`src/rtl/ext_mem_arbiter.sv`:
```
// Two-port (instruction/data) cache-line arbiter onto a single external memory port.
// Fair round-robin between ports, one transaction at a time, with an ack timeout.
module ext_mem_arbiter #(
    parameter int ADDR_W  = 32,
    parameter int DATA_W  = 256,
    parameter int TIMEOUT = 255
) (
    input  logic              clk,
    input  logic              rst,
    input  logic              i_req,
    input  logic              d_req,
    input  logic              i_we,
    input  logic              d_we,
    input  logic [ADDR_W-1:0] i_addr,
    input  logic [ADDR_W-1:0] d_addr,
    input  logic [DATA_W-1:0] i_data_i,
    input  logic [DATA_W-1:0] d_data_i,
    output logic [DATA_W-1:0] i_data_o,
    output logic [DATA_W-1:0] d_data_o,
    output logic              i_ack,
    output logic              d_ack,
    output logic              i_err,
    output logic              d_err,
    input  logic [DATA_W-1:0] ext_mem_data_i,
    input  logic              ext_mem_ack,
    output logic [DATA_W-1:0] ext_mem_data_o,
    output logic [ADDR_W-1:0] ext_mem_addr,
    output logic              ext_mem_cs,
    output logic              ext_mem_we
);

    typedef enum logic [1:0] {
        IDLE = 2'd0,
        BUSY = 2'd1,
        DONE = 2'd2
    } state_t;

    localparam logic [7:0] WAIT_LAST = 8'(TIMEOUT - 1);

    state_t              r_state;
    state_t              w_state_nxt;
    logic                r_last_d;
    logic                r_gnt_d;
    logic [7:0]          r_wait_cnt;
    logic                r_cs;
    logic                r_we;
    logic [ADDR_W-1:0]   r_addr;
    logic [DATA_W-1:0]   r_wdata;
    logic [DATA_W-1:0]   r_i_data;
    logic [DATA_W-1:0]   r_d_data;
    logic                r_i_ack;
    logic                r_d_ack;
    logic                r_i_err;
    logic                r_d_err;

    logic                w_grant;
    logic                w_pick_d;
    logic                w_complete;
    logic                w_abort;

    // Data port wins only if it is alone or the instruction port was served last.
    assign w_pick_d = d_req && (!i_req || !r_last_d);

    always_ff @(posedge clk or negedge rst) begin
        if (!rst) begin
            r_state <= IDLE;
        end else begin
            r_state <= w_state_nxt;
        end
    end

    always_comb begin
        w_state_nxt = r_state;
        w_grant     = 1'b0;
        w_complete  = 1'b0;
        w_abort     = 1'b0;
        case (r_state)
            IDLE: begin
                if (i_req || d_req) begin
                    w_grant     = 1'b1;
                    w_state_nxt = BUSY;
                end
            end
            BUSY: begin
                if (ext_mem_ack) begin
                    w_complete  = 1'b1;
                    w_state_nxt = DONE;
                end else if (r_wait_cnt == WAIT_LAST) begin
                    w_abort     = 1'b1;
                    w_state_nxt = DONE;
                end
            end
            DONE: begin
                w_state_nxt = IDLE;
            end
            default: begin
                w_state_nxt = IDLE;
            end
        endcase
    end

    always_ff @(posedge clk or negedge rst) begin
        if (!rst) begin
            r_last_d   <= 1'b1;
            r_gnt_d    <= 1'b0;
            r_wait_cnt <= 8'd0;
            r_cs       <= 1'b0;
            r_we       <= 1'b0;
            r_addr     <= '0;
            r_wdata    <= '0;
            r_i_data   <= '0;
            r_d_data   <= '0;
            r_i_ack    <= 1'b0;
            r_d_ack    <= 1'b0;
            r_i_err    <= 1'b0;
            r_d_err    <= 1'b0;
        end else begin
            if (w_grant) begin
                r_gnt_d    <= w_pick_d;
                r_last_d   <= w_pick_d;
                r_cs       <= 1'b1;
                r_we       <= w_pick_d ? d_we     : i_we;
                r_addr     <= w_pick_d ? d_addr   : i_addr;
                r_wdata    <= w_pick_d ? d_data_i : i_data_i;
                r_wait_cnt <= 8'd0;
            end

            if (r_state == BUSY && !ext_mem_ack) begin
                r_wait_cnt <= r_wait_cnt + 8'd1;
            end

            // Completion or abort: drop cs and stage the one-cycle ack for DONE.
            if (w_complete || w_abort) begin
                r_cs <= 1'b0;
                if (r_gnt_d) begin
                    r_d_ack <= 1'b1;
                    r_d_err <= w_abort;
                    if (w_abort) begin
                        r_d_data <= '0;
                    end else if (!r_we) begin
                        r_d_data <= ext_mem_data_i;
                    end
                end else begin
                    r_i_ack <= 1'b1;
                    r_i_err <= w_abort;
                    if (w_abort) begin
                        r_i_data <= '0;
                    end else if (!r_we) begin
                        r_i_data <= ext_mem_data_i;
                    end
                end
            end

            if (r_state == DONE) begin
                r_i_ack <= 1'b0;
                r_d_ack <= 1'b0;
                r_i_err <= 1'b0;
                r_d_err <= 1'b0;
            end
        end
    end

    assign ext_mem_cs     = r_cs;
    assign ext_mem_we     = r_we;
    assign ext_mem_addr   = r_addr;
    assign ext_mem_data_o = r_wdata;
    assign i_data_o       = r_i_data;
    assign d_data_o       = r_d_data;
    assign i_ack          = r_i_ack;
    assign d_ack          = r_d_ack;
    assign i_err          = r_i_err;
    assign d_err          = r_d_err;

endmodule

```
`config.mk`:
```
export PLATFORM = sky130hd
export DESIGN_NAME = ext_mem_arbiter
export DESIGN_NICKNAME = d
export VERILOG_FILES = /design/src/rtl/ext_mem_arbiter.sv
export SDC_FILE = /design/constraint.sdc
export NUM_CORES = 1
export LEC_CHECK = 0
export BUFFER_PORTS_ARGS = -buffer_cell sky130_fd_sc_hd__clkbuf_2
export CAP_MARGIN = 10
export CORE_AREA = 2 2 649 651
export DETAILED_ROUTE_END_ITERATION = 10
export DIE_AREA = 0 0 651 653
export SLEW_MARGIN = 20
export SYNTH_ARGS = -nofsm -noshare
export SYNTH_HDL_FRONTEND = slang
export SYNTH_SLANG_ARGS = --single-unit
```
`constraint.sdc`:
```
create_clock -name clk -period 2.25 [get_ports clk]
set_clock_uncertainty 0.1 [all_clocks]
set_input_delay 0.225 -clock clk [delete_from_list [all_inputs] [get_ports clk]]
set_output_delay 0.225 -clock clk [all_outputs]
set_load 0.1 [all_outputs]
```
==> flow_summary.ini <==
[clocking]
cts_tree = done
clk_latency_ns = 0.87
htreeDepth = 3
cts_inserted_buffers = 106
path_clk_slew_ns = 0.06
clockBufferDepth = 4
root_buffer = clkbuf_16
numClockSinks = 818

[detailed_routing]
drc_errors = 0
drtIter0Drc = 2803
wl_per_cell_um = 33.3
avgViaCountPerCell = 3.22
num_vias = 34900
wl_mm = 360
final_antenna_net_count = 0
dr.pass1.iters = 5

[sta]
hold_viol_final = 0
maxSlewHeadroom_pct = 41.2
fin_crit_ns = 2.21
min_period_over_period_pct = 98.1
holdWs_ns = 0.0669
finalSetupTns_ns = 0
drv_slew = 0
setup_viol = 0
fmax_ghz = 0.453
grt_setup_unrepaired = yes
worst_pin_slew_ns = 0.879

[worst_setup_path]
critPathArrivalTime_ns = 2.82
cpPeakStageDelay_ns = 0.58
crit_type = flop to flop
reg2reg_setup_slack_ns = 0.04
rr_startpoint = r_last_d
endpoint_kind = flop
critPathMostFrequentCell = buf_12
path_cells = a21boi_4 -> buf_12 -> buf_12 -> buf_16 -> mux2i_1 -> dlygate4sd3_1 -> o21ai_0
reg2reg_depth = 7
r2r_end = ext_mem_addr[4]
crit_path_start_kind = flop
critPathMaxFanout = 14
slowest_stage = dlygate4sd3_1
cp.required_ns = 2.86

[floorplanning]
dieWidth_um = 651
core_sq_um = 418000
fp-row-count = 238
die_h_um = 653
die_area_sq_um = 425000
start_util_pct = 7.61
ios = 1645

[synthesis]
synth-xor-area-share_pct = 0.0275
post_synth_fa_ha_maj_area_fraction_pct = 0.0786
syn_area_per_cell_sq_um = 12.8
syn_nets = 3324
synth_compound_area_share_pct = 19.1
synth_area_sq_um = 31800
synthMuxAreaShare_pct = 9.09
ys_seq_area_share_pct = 64.3
yosys.area_share.simple_pct = 4.21
synth_edf_count = 0
yosys.cell_types.count = 30
synth_top_family_by_area = compound AO/OA/AOI/OAI gates
ys_async_sr_fraction_pct = 100
synth-seq-cells = 818
synthFlopType = dfrtp_1
yosysWarnings = 0
synth_cells = 2483

[layout]
stdcell_count = 10800
nets = 5968
area_growth_pct = 95.1
drive_gt1_share_pct = 37.6
n_fill_cell = 46800
final_common_cell = clkbuf_2
final_cell_mix = clkbuf_2, dlygate4sd3_1, dfrtp_1

[global_route]
overflow = 0
grtUsageTotal_pct = 16.2
grt_pass1_wl_mm = 436
antenna_found_initial = 267
grt_pass1_vias = 34200
grt_max_degree = 120

[placement]
hpwl_mm = 312
post-place-cells = 9554
place.gp.congestion = 1.00
io_buffers = 1644

[outcome]
outcome = finished clean

[min_path]
hold_class = primary input to async pin

[job]
cap_violations = 0
repair_timing:
action / 4_1_cts / 5_1_grt
resized for setup: 119 / 12
endpoints found under the hold margin: 1636 / 0
cloned: 0 / 6
buffers inserted: 3 / 5
pin swaps: 0 / 3
setup endpoints to repair: 149 / 209
hold buffers: 971 / 0
cell usage after synthesis, drive strengths merged (3+ instances only):
library cell | n | area (sq um)
nand2b | 3 | 26.3
nand4 | 4 | 25.0
mux2i | 289 | 2890
buf | 160 | 801
o21ai | 303 | 1520
clkbuf | 52 | 195
dfrtp | 817 | 20400
a22o | 514 | 4500
a31oi | 5 | 31.3
nand2 | 299 | 1120
nand3 | 8 | 40.0
nor2 | 8 | 30.0
per-layer routing:
metal | vias to the layer above | part of all wire, % | track usage (%)
met5 | - | 0.25 | 0
met4 | 134 | 4.5 | 5.92
li1 | 14600 | - | -
met1 | 17100 | 35 | 17.1
met2 | 2233 | 45 | 26.1
met3 | 800 | 14 | 10.2
metrics by stage:
step	util [%]	worst slack [ns]	area, sq um
6_report	14.8	0.0429	62100
5_1_grt	14.8	-0.0529	62000
4_1_cts	14.7	0.000219	61600
3_5_place_dp	11.5	0.116	48000
3_3_place_gp	11.5	0.105	48000
2_1_floorplan	-	0.155	31800
layout make-up:
type,count,area [sq um],area share [%]
inverter,2,7.51,0.0121
multi-input combinational,1451,10400,16.8
timing repair buffer,2748,20500,33.1
clock inverter,35,493,0.794
tap,5520,6910,11.1
clock buffer,147,3020,4.86
antenna,95,238,0.383
sequential,818,20500,33.0
worst max-delay path: cells and delay by family (launching register included):
family | cells | cell delay [ns]
multiplexers | 1 | 0.17
flip-flops | 1 | 0.56
buffers and inverters | 4 | 1.05
AO/OA/AOI/OAI | 2 | 0.14
sequential cells by signal (all words and copies together) (netlist names):
signal,cells
d_data_o,256
ext_mem_data_o,256
i_data_o,256
ext_mem_addr,32
r_wait_cnt,8
r_state,2
d_ack,1
d_err,1
ext_mem_cs,1
ext_mem_we,1
i_ack,1
i_err,1
r_gnt_d,1
r_last_d,1
kinds of logic after synthesis:
group / count (synthesis)
AOI/OAI and AO/OA: 827
DFF: 818
and+or+nand+nor: 332
muxes: 289
buffers and inverters: 214
adders and majority gates: 2
xor gates and xnor gates: 1
worst max-delay path by stage:
| stage | depth (start not counted) | to | slack [ns] | startpoint |
|---|---|---|---|---|
| CTS | 1 | i_data_o[239] | 0.0002 | i_data_o[239] |
| global route | 7 | ext_mem_addr[4] | -0.05 | r_last_d |
| global placement | 7 | ext_mem_data_o[244] | 0.10 | d_req |
| detailed placement | 7 | ext_mem_data_o[244] | 0.12 | d_req |
| floorplan | 5 | d_data_o[215] | 0.16 | ext_mem_we |
| finish | 7 | ext_mem_addr[4] | 0.04 | r_last_d |
Power is left out: the tool's default activity adds up to more than one toggle a clock period on the data nets, which glitch-free logic cannot reach.
